[config.mk]
export PLATFORM = sky130hd
export DESIGN_NAME = demux_dispatch_ctrl_flat
export DESIGN_NICKNAME = d
export VERILOG_FILES = /design/src/rtl/demux_pkg.sv /design/src/rtl/demux_dispatch_ctrl_if.sv /design/src/rtl/rr_next_chan.sv /design/src/rtl/demux_dispatch_ctrl.sv /design/src/flat_wrapper.sv
export SDC_FILE = /design/constraint.sdc
export NUM_CORES = 1
export LEC_CHECK = 0
export ABC_AREA = 1
export CORE_UTILIZATION = 29
export DETAILED_ROUTE_END_ITERATION = 12
export MAX_ROUTING_LAYER = met4
export SLEW_MARGIN = 25
export SYNTH_ARGS = -nofsm -noshare
export SYNTH_HDL_FRONTEND = slang
export SYNTH_SLANG_ARGS = --single-unit
[constraint.sdc]
create_clock -name clk -period 3.53 [get_ports clk]
set_input_delay 1.059 -clock clk [delete_from_list [all_inputs] [get_ports clk]]
set_output_delay 1.059 -clock clk [all_outputs]
set_load 0.03 [all_outputs]
[src/rtl/demux_pkg.sv]
// rtl/demux_pkg.sv - shared types and constants for the demux dispatch controller
package demux_pkg;
  localparam int NCH   = 4;
  localparam int SEL_W = 2;

  typedef logic [SEL_W-1:0] chan_t;

  typedef enum logic {
    EMPTY,
    OFFER
  } ctrl_state_e;
endpackage

[src/rtl/demux_dispatch_ctrl_if.sv]
// rtl/demux_dispatch_ctrl_if.sv - upstream beat, per-channel offer and demux select bundle
interface demux_dispatch_ctrl_if #(parameter int W = 8) ();
  import demux_pkg::*;

  logic [NCH-1:0] chan_mask;
  logic           in_valid;
  logic [W-1:0]   in_data;
  logic           in_ready;
  logic [NCH-1:0] out_valid;
  logic [W-1:0]   out_data;
  logic [NCH-1:0] out_ready;
  chan_t          sel;

  modport slave (
    input  chan_mask, in_valid, in_data, out_ready,
    output in_ready, out_valid, out_data, sel
  );

  modport master (
    output chan_mask, in_valid, in_data, out_ready,
    input  in_ready, out_valid, out_data, sel
  );
endinterface

[src/rtl/rr_next_chan.sv]
// rtl/rr_next_chan.sv - rotate-priority search for the next enabled channel after cur
module rr_next_chan
  import demux_pkg::*;
(
  input  chan_t          cur,
  input  logic [NCH-1:0] mask,
  output chan_t          nxt
);

  // Scan from farthest (+4 == cur) to nearest so the closest enabled channel wins.
  always_comb begin
    nxt = cur;
    for (int i = NCH; i >= 1; i--) begin
      if (mask[cur + chan_t'(i)]) nxt = cur + chan_t'(i);
    end
  end

endmodule

[src/rtl/demux_dispatch_ctrl.sv]
// rtl/demux_dispatch_ctrl.sv - one-beat holding register dispatched round-robin in bursts
module demux_dispatch_ctrl
  import demux_pkg::*;
#(
  parameter int W       = 8,
  parameter int BURST   = 4,
  parameter int TIMEOUT = 15
) (
  input logic clk,
  input logic rst,
  demux_dispatch_ctrl_if.slave bus
);

  localparam logic [3:0]     BEAT_LAST  = 4'(BURST - 1);
  localparam logic [7:0]     STALL_LAST = 8'(TIMEOUT - 1);
  localparam logic [NCH-1:0] CH0_BIT    = {{(NCH-1){1'b0}}, 1'b1};

  ctrl_state_e  state, state_nxt;
  logic [W-1:0] hold_data, hold_data_nxt;
  chan_t        sel_q, sel_nxt, adv_chan;
  logic [3:0]   beat_cnt, beat_nxt;
  logic [7:0]   stall_cnt, stall_nxt;
  logic         hold_valid, xfer, accept, in_ready_int;

  rr_next_chan u_next (
    .cur  (sel_q),
    .mask (bus.chan_mask),
    .nxt  (adv_chan)
  );

  assign hold_valid   = (state == OFFER);
  assign xfer         = hold_valid & bus.out_ready[sel_q] & bus.chan_mask[sel_q];
  assign in_ready_int = !rst & (bus.chan_mask != '0) & (!hold_valid | xfer);
  assign accept       = bus.in_valid & in_ready_int;

  assign bus.in_ready  = in_ready_int;
  assign bus.out_valid = hold_valid ? (CH0_BIT << sel_q) : '0;
  assign bus.out_data  = hold_data;
  assign bus.sel       = sel_q;

  always_ff @(posedge clk or posedge rst) begin
    if (rst) begin
      state     <= EMPTY;
      hold_data <= '0;
      sel_q     <= '0;
      beat_cnt  <= '0;
      stall_cnt <= '0;
    end else begin
      state     <= state_nxt;
      hold_data <= hold_data_nxt;
      sel_q     <= sel_nxt;
      beat_cnt  <= beat_nxt;
      stall_cnt <= stall_nxt;
    end
  end

  always_comb begin
    state_nxt     = state;
    hold_data_nxt = hold_data;
    sel_nxt       = sel_q;
    beat_nxt      = beat_cnt;
    stall_nxt     = stall_cnt;

    if (accept) hold_data_nxt = bus.in_data;

    case (state)
      EMPTY: begin
        if (accept) state_nxt = OFFER;
        if (!bus.chan_mask[sel_q]) sel_nxt = adv_chan;
      end
      OFFER: begin
        if (xfer) begin
          stall_nxt = '0;
          if (beat_cnt == BEAT_LAST) begin
            beat_nxt = '0;
            sel_nxt  = adv_chan;
          end else begin
            beat_nxt = beat_cnt + 4'd1;
          end
          if (!accept) state_nxt = EMPTY;
        end else if (!bus.chan_mask[sel_q] || stall_cnt == STALL_LAST) begin
          // Forfeit: the held beat moves to the next eligible channel untouched.
          sel_nxt   = adv_chan;
          beat_nxt  = '0;
          stall_nxt = '0;
        end else begin
          stall_nxt = stall_cnt + 8'd1;
        end
      end
      default: state_nxt = EMPTY;
    endcase
  end

endmodule

[src/flat_wrapper.sv]
// flat-port wrapper written by rule: the top's interface ports become plain ports
module demux_dispatch_ctrl_flat import demux_pkg::*;
#(
  parameter int W       = 8,
  parameter int BURST   = 4,
  parameter int TIMEOUT = 15
)
  (clk, rst, bus_chan_mask, bus_in_valid, bus_in_data, bus_out_ready, bus_in_ready, bus_out_valid, bus_out_data, bus_sel);
  demux_dispatch_ctrl_if #(.W(W)) bus_i ();
  input logic clk;
  input logic rst;
  input wire logic [$bits(bus_i.chan_mask)-1:0] bus_chan_mask;
  input wire logic [$bits(bus_i.in_valid)-1:0] bus_in_valid;
  input wire logic [$bits(bus_i.in_data)-1:0] bus_in_data;
  input wire logic [$bits(bus_i.out_ready)-1:0] bus_out_ready;
  output wire logic [$bits(bus_i.in_ready)-1:0] bus_in_ready;
  output wire logic [$bits(bus_i.out_valid)-1:0] bus_out_valid;
  output wire logic [$bits(bus_i.out_data)-1:0] bus_out_data;
  output wire logic [$bits(bus_i.sel)-1:0] bus_sel;
  assign bus_i.chan_mask = bus_chan_mask;
  assign bus_i.in_valid = bus_in_valid;
  assign bus_i.in_data = bus_in_data;
  assign bus_i.out_ready = bus_out_ready;
  assign bus_in_ready = bus_i.in_ready;
  assign bus_out_valid = bus_i.out_valid;
  assign bus_out_data = bus_i.out_data;
  assign bus_sel = bus_i.sel;
  demux_dispatch_ctrl #(.W(W), .BURST(BURST), .TIMEOUT(TIMEOUT)) u_core (.clk(clk), .rst(rst), .bus(bus_i));
endmodule
==> qor.csv, run 1 <==
metric,value,unit
DRC,0,
Ys Warns,0,
layout net count,253,
# IOs,34,
Rel. slew slack,65.1,%
sequential area share after synthesis,38.1,%
Worst Reg2Reg Path Length in Cells,9,
GR Overflow Total,0,
Hold Crit Start,u_core.bus.out_data[1]$_DFFE_PP0P_,
worst min-delay path category,reg2reg,
Final HPWL DP,2230,um
Max Cap Viol,0,
Overall Power,1.57,mW
RSZ-0062 raised after global routing,false,
post-synthesis register bit count,23,
total track usage,12.1,%
First-pass DRT Iterations,4,
"Data required, critical path",2470,ps
Synth top area share,38.1,%
Mapped Area,1510,um^2
antenna violations before repair,0,
post-route ant nets,0,
FF-to-FF setup slack,1710,ps
CTS tree,yes,
Final GP Congestion,0.820,
ant diodes,0,
VDD IR max,0.000335,V
final worst clock skew,4.75,ps
first-pass GRT wire length,5080,um
Placement Cell Area,1910,um^2
DIE HEIGHT,74.2,um
CTS Buf Count,3,
WS Path Type,in2out,
CTS root buffer,clkbuf_8,
Via-to-Cell Ratio,4.35,
Longest Clk Path Bufs,2,
crit end category,primary output,
Worst Path Arrival,2350,ps
fin crit share,96.5,%
syn nets,215,
P&R area growth vs syn,30.3,%
Die W,74.2,um
"Reg clk slew, reported paths",90,ps
core area,4880,um^2
synth top area cells,"dfrtp_1 38%, nand2_1 12%, inv_1 7.5%, ha_1 5.8%, o21ai_2 4.6%",
Lkg Pwr,1.01,nW
Synth area leader,dfrtp_1,
die area,5500,um^2
Rows,25,
reg2reg end,u_core.bus.sel[0]$_DFFE_PP0P_,
crit path max fanout,3,
Max Freq,0.294,GHz
post-DR wirelength/cell,9.97,um
port bufs,33,
Setup Buffers After CTS,0,
vias in the first global route,1204,
post-route setup slack,124,ps
sum of negative setup slack,0,ps
Mapped Cells,189,
Slew @ Worst Pin,523,ps
H-tree levels,1,
final wirelength,2920,um
pin count of the biggest net entering global routing,24,
layout cells sized above 1,15.9,%
result of the run,"complete, no violations",
pre-CTS setup slack,87.1,ps
crit path from,bus_chan_mask[1],
CP endpoint,bus_in_ready,
via count,1274,
fin area,1970,um^2
Initial Util,30.9,%
syn avg cell area,7.99,um^2
"Setup violations, final",0,
final worst path period need,3410,ps
Final Hold Fails,0,
Power per Cell Area,799,nW/um^2
clk sink count,23,
"Clk Latency, worst-skew pair",260,ps
CP startpoint kind,primary input,
worst r2r src,u_core.bus.sel[0]$_DFFE_PP0P_,
initial drt markers,45,
post-layout util,40.3,%
post-synth cell types,28,
Final Max Tran Viols,0,
[power breakdown]
part	internal [mW]	switching, mW
Sequential	0.355	0.0979
Clock	0.0787	0.0850
Combinational	0.368	0.588
Total	0.801	0.771
[stage by stage]
step | cells | hold WS (ps)
3_3_place_gp | 289 | 465
5_1_grt | 293 | 524
3_5_place_dp | 289 | 473
2_1_floorplan | 189 | 483
4_1_cts | 293 | 502
6_report | 293 | 494
[registers in the layout, indices dropped and copies added (netlist names)]
register / flops
u_core.hold_valid: 1
u_core.bus.out_data: 8
u_core.beat_cnt: 4
u_core.stall_cnt: 8
u_core.bus.sel: 2
[worst max-delay path, cell delays in order]
cell             delay [ps]
clkdlybuf4s50_1         490
inv_1                    70
nand2_2                  80
nand3_2                  80
nand2_2                  90
nand3_4                  90
nand2_4                  80
nand2_1                  50
nor2_1                   80
buf_4                   160
[cell families (layout without fill, tap and decap cells)]
| logic type | after synthesis | in the layout | synth area share [%] |
|---|---|---|---|
| simple gates | 99 | 99 | 33.8 |
| buf+inv | 35 | 72 | 10.3 |
| flops | 23 | 23 | 38.1 |
| compound gates | 19 | 19 | 8.53 |
| fa+ha+maj | 7 | 7 | 5.80 |
| xor+xnor | 6 | 6 | 3.48 |
[area by class of cell]
cell class / instances / area [um^2]
fillers: 524 / 2910
clock buffers: 3 / 41.3
multi-input cells: 131 / 782
repair buffers: 36 / 355
inverters: 32 / 125
flip-flops and latches: 23 / 576
well taps: 67 / 83.8
clock inverters: 1 / 5.00
[Yosys cell counts, drive strengths merged]
master	n
o22ai	1
nand3	18
xnor2	1
nand4	6
a21oi	2
dfrtp	23
ha	7
xor2	5
nand2	55
nor4	1
o21ai	15
inv	32
a21boi	1
nand3b	2
nor2	15
buf	3
nor3b	1
or2	1
[repair_timing]
item                                   CTS  global route
resized for setup                        0             3
setup endpoints to repair                0             1
endpoints found under the hold margin    0             0
hold buffers                             0             0
[worst min-delay path by stage]
stage,end,slack (ps),cells after the start
after global routing,u_core.bus.out_data[1]$_DFFE_PP0P_,520,2
after detailed placement,u_core.bus.out_data[7]$_DFFE_PP0P_,470,2
final,u_core.bus.out_data[1]$_DFFE_PP0P_,490,2
after global placement,u_core.bus.out_data[6]$_DFFE_PP0P_,470,2
after floorplan,u_core.beat_cnt[0]$_DFFE_PP0P_,480,1
after CTS,u_core.bus.out_data[1]$_DFFE_PP0P_,500,2
[per-layer routing]
| layer | wire length, um | GRT usage (%) | up-vias | share of wire (%) |
|---|---|---|---|---|
| li1 | - | - | 671 | - |
| met1 | 1540 | 16.3 | 571 | 53 |
| met2 | 1250 | 19.5 | 30 | 43 |
| met3 | 114 | 1.63 | 2 | 3.9 |
| met4 | 18 | 2.56 | 0 | 0.62 |
| met5 | 0 | - | - | 0 |
[cell usage in the layout, fill, tap and decap left out, types with 4 or more instances in the layout]
cell	Yosys	final
xor2_1	5	5
o21ai_0	7	7
clkdlybuf4s50_1	0	30
ha_1	7	7
inv_1	30	30
nor2_1	11	11
dfrtp_1	23	23
nand2_1	49	48
nand4_1	6	6
nand2_2	4	5
o21ai_2	8	8
buf_4	1	4
nand3_1	13	13
Power figures use the tool's default switching activity.
==> run 2, diff against run 1 <==
CAP_MARGIN = 30   (was not set)
CORE_UTILIZATION = 35   (was 29)
SLEW_MARGIN = 15   (was 25)
==> run 2 against run 1 <==
Critical path depth stayed put. First-iteration DRC count is 6.7% lower. Non-clock buffer count did not move. Flip-flop and latch count did not move. Final area is 0.95% lower. Worst setup slack improved by 29 ps. Power increased by 0.17%. Cell count down 5.8%. Register-to-register slack better by 20 ps. Global-route usage up 2.2 points. Routed wire length fell by 6.4%. Hold slack worse by 4.6 ps. Critical path type unchanged.
==> qor.csv, run 2 (synthesis gave the netlist of run 1 again) <==
metric,value,unit
crit end category,primary output,
Lkg Pwr,1.01,nW
"Reg clk slew, reported paths",80,ps
CTS tree,yes,
most common library cell in the layout ignoring fill and taps,nand2_1,
Max Freq,0.296,GHz
Worst path max stage delay,480,ps
vias in the first global route,1199,
footprint of the multi-input gates,782,um^2
WS Path Type,in2out,
post-DR wirelength/cell,9.90,um
Final Hold Fails,0,
"Clk Latency, worst-skew pair",260,ps
initial drt markers,42,
DRC,0,
"Data required, critical path",2470,ps
final wirelength,2730,um
layout net count,253,
antenna violations before repair,0,
CTS Buf Count,3,
GR Overflow Total,0,
ant diodes,0,
Reg area,576,um^2
core area,4060,um^2
clk sink count,23,
fin area,1950,um^2
endpoint of the worst hold path,u_core.bus.out_data[2]$_DFFE_PP0P_,
VDD IR max,0.000369,V
total track usage,14.3,%
critical path's slowest cell,clkdlybuf4s50_1,
Rel. slew slack,66.1,%
worst path cell trace,clkdlybuf4s50_1 -> inv_1 -> nand2_4 -> nand3_2 -> nand2_2 -> nand3_4 -> nand2_4 -> nand2_1 -> nor2_1 -> buf_4,
Buf/Inv on CP,3,
DIE HEIGHT,67.7,um
Die W,67.7,um
"commonest non-fill, non-tap cells in the layout","48 x nand2_1, 30 x inv_1, 29 x clkdlybuf4s50_1",
worst r2r src,u_core.bus.sel[0]$_DFFE_PP0P_,
met3 usage,2.36,%
Power per Cell Area,808,nW/um^2
GR Layer Usage met2,22.9,%
final worst clock skew,1.21,ps
Via-to-Cell Ratio,4.52,
worst hold margin,490,ps
Top delay family on crit path,buffers and inverters,
H-tree levels,1,
pin count of the biggest net entering global routing,24,
"Setup violations, final",0,
Overall Power,1.57,mW
worst min-delay path category,reg2reg,
Longest Clk Path Bufs,2,
Min-Delay Path Depth,2,
crit path max fanout,3,
layout cells sized above 1,15.9,%
final worst path period need,3380,ps
FF-to-FF setup slack,1730,ps
post-route ant nets,0,
via count,1248,
final-layout fill cell count,394,
result of the run,"complete, no violations",
reg2reg end,u_core.bus.sel[0]$_DFFE_PP0P_,
sum of negative setup slack,0,ps
"Top cell by count, worst path",nand2_4,
Placement Cell Area,1890,um^2
# IOs,34,
post-layout util,48.0,%
Initial Util,37.2,%
First-pass DRT Iterations,4,
P&R area growth vs syn,29.1,%
port bufs,33,
Rows,23,
Worst Path Arrival,2320,ps
CP startpoint kind,primary input,
RSZ-0062 raised after global routing,false,
Hold Crit Start,u_core.bus.out_data[2]$_DFFE_PP0P_,
Max Cap Viol,0,
met1 Track Usage GR,18.8,%
first-pass GRT wire length,4950,um
fin crit share,95.6,%
die area,4580,um^2
CTS root buffer,clkbuf_8,
global-route layer with the greatest usage,met2,
Final GP Congestion,0.787,
Worst Reg2Reg Path Length in Cells,9,
Post-CTS Hold Fix Bufs,0,
Slew @ Worst Pin,509,ps
Final Max Tran Viols,0,
Final HPWL DP,2120,um
run 2: cell count changes in the layout (fill, tap and decap cells not counted), sizes merged:
| cell | delta |
|---|---|
| dlymetal6s2s | +1 |
| clkdlybuf4s50 | -1 |
run 2: layer usage:
metal | share of wire [%] | vias to the layer above
met1 | 53 | 555
met2 | 44 | 22
met3 | 3.3 | 2
met5 | 0 | -
li1 | - | 669
met4 | 0.22 | 0
run 2: worst max path at each step:
stage / start / endpoint / slack, ps / cells past startpoint
final: bus_chan_mask[0] / bus_in_ready / 150 / 10
after global routing: bus_chan_mask[0] / bus_in_ready / 50 / 10
after CTS: bus_chan_mask[1] / bus_in_ready / 80 / 10
after detailed placement: bus_chan_mask[1] / bus_in_ready / 90 / 10
after global placement: bus_chan_mask[1] / bus_in_ready / 100 / 10
after floorplan: rst / bus_in_ready / 380 / 3
run 2: what timing repair did:
action / CTS / global route
endpoints found under the setup margin: 0 / 1
setup buffers: 0 / 1
resized for setup: 0 / 4
run 2: report_power, final:
part           switching [mW]  total, mW  internal, mW
sequential             0.0954      0.450         0.355
clock                  0.0816      0.160        0.0786
combinational           0.588      0.965         0.376
run 2: tightest hold or removal path, stage by stage (launching register included):
cell and delay, ps:
dfrtp_1 350, nand2_1 60, o21ai_2 50
run 2: cell type report:
cell class,instances,area share [%]
well taps,50,3.21
multi-input cells,131,40.1
inverters,32,6.42
repair buffers,36,18.4
flip-flops and latches,23,29.5
clock inverters,1,0.257
clock buffers,3,2.12
run 2: stage by stage:
| step | worst slack (ps) | std cells |
|---|---|---|
| after floorplan | 375 | 189 |
| after global placement | 98.2 | 271 |
| after detailed placement | 85.6 | 271 |
| after CTS | 77.0 | 275 |
| after global routing | 49.9 | 276 |
| final | 154 | 276 |
==> patch: new RTL, settings of run 2 <==
Set the package constant `NCH` to 6 (it was 4).
--- a/src/rtl/demux_pkg.sv
+++ b/src/rtl/demux_pkg.sv
@@ -2,3 +2,3 @@
 package demux_pkg;
-  localparam int NCH   = 4;
+  localparam int NCH   = 6;
   localparam int SEL_W = 2;
Interface: changed (resized bus_chan_mask, bus_out_ready and bus_out_valid); port bits go from 34 to 40. The function was not compared with the original's and may differ.
==> patch against run 2 <==
- sequential cell count is the same
- clock skew is 0.0034 ns higher
- wire length increased by 10%
- final area increased by 0.13%
- area after synthesis increased by 0.25%
- die area rose by 0.25%
- combinational power fell by 1%
- first-iteration DRC count up 130%
- power rose by 0.52%
- worst setup slack worse by 0.013 ns
- via count is 6.9% higher
- hold slack lost 0.0086 ns
- largest cell class unchanged
- highest routed layer unchanged
==> patch: results (changes against run 2) <==
{
  "drt_first_iter_violations": {"value": 97, "change": "was 42"},
  "worst_hold_startpoint": {"value": "u_core.bus.out_data[6]", "change": "was u_core.bus.out_data[2]"},
  "synth-compound-area-share": {"value": 4.30, "unit": "%", "change": "was 8.53%"},
  "yosys-top-cells-area": {"value": "sky130_fd_sc_hd__dfrtp_1, sky130_fd_sc_hd__nand2_1, sky130_fd_sc_hd__ha_1", "change": "was sky130_fd_sc_hd__dfrtp_1, sky130_fd_sc_hd__nand2_1, sky130_fd_sc_hd__inv_1"},
  "setup.worst_path.start": {"value": "bus_chan_mask[1]", "change": "was bus_chan_mask[0]"},
  "layout-drive-gt1-share": {"value": 11.6, "unit": "%", "change": "was 15.9%"},
  "power_leakage": {"value": 0.981, "unit": "nW", "change": "was 1.01 nW"},
  "postSynthCellCount": {"value": 196, "change": "was 189"},
  "seq_area_frac_synth": {"value": 38.0, "unit": "%", "change": "was 38.1%"},
  "yosys.area_share.xor_xnor": {"value": 3.47, "unit": "%", "change": "was 3.48%"},
  "grtUsageMet1": {"value": 21.5, "unit": "%", "change": "was 18.8%"},
  "met3WireLength": {"value": 97, "unit": "um", "change": "was 90 um"},
  "total_power": {"value": 1.58, "unit": "mW", "change": "was 1.57 mW"},
  "met2_wirelength": {"value": 1410, "unit": "um", "change": "was 1190 um"},
  "wl_met1": {"value": 1490, "unit": "um", "change": "was 1450 um"},
  "run_status": {"value": "finished clean", "change": "unchanged"},
  "placed_area": {"value": 1910, "unit": "um2", "change": "was 1890 um2"},
  "finalNetCount": {"value": 264, "change": "was 253"},
  "final.fill_count": {"value": 407, "change": "was 394"},
  "drt-wirelength-per-cell": {"value": 10.6, "unit": "um", "change": "was 9.90 um"},
  "r2r_cells": {"value": 10, "change": "was 9"},
  "grt_util_all_layers": {"value": 15.5, "unit": "%", "change": "was 14.3%"},
  "finalWeightedCongestion": {"value": 0.861, "change": "was 0.787"},
  "numPlacedInstances": {"value": 279, "change": "was 271"},
  "wirelength": {"value": 3010, "unit": "um", "change": "was 2730 um"}
}
==> patch: cell count changes after synthesis, moves of 3 or more <==
| cell | run 2 | this run |
|---|---|---|
| sky130_fd_sc_hd__nor3_1 | 0 | 3 |
| sky130_fd_sc_hd__nor2_2 | 3 | 0 |
| sky130_fd_sc_hd__nand4_1 | 6 | 13 |
| sky130_fd_sc_hd__o21ai_0 | 7 | 0 |
| sky130_fd_sc_hd__nand2_1 | 49 | 62 |
| sky130_fd_sc_hd__o21ai_2 | 8 | 0 |
| sky130_fd_sc_hd__o21ai_1 | 0 | 4 |
| sky130_fd_sc_hd__inv_1 | 30 | 21 |
==> patch: cell type report <==
cell class                      count  area (um2)  area share, %
Timing Repair Buffer               37         363           18.6
Sequential cell                    23         576           29.5
Inverter                           26         105           5.38
Clock buffer                        4        45.0           2.31
Tap cell                           50        62.6           3.21
Multi-Input combinational cell    143         801           41.0
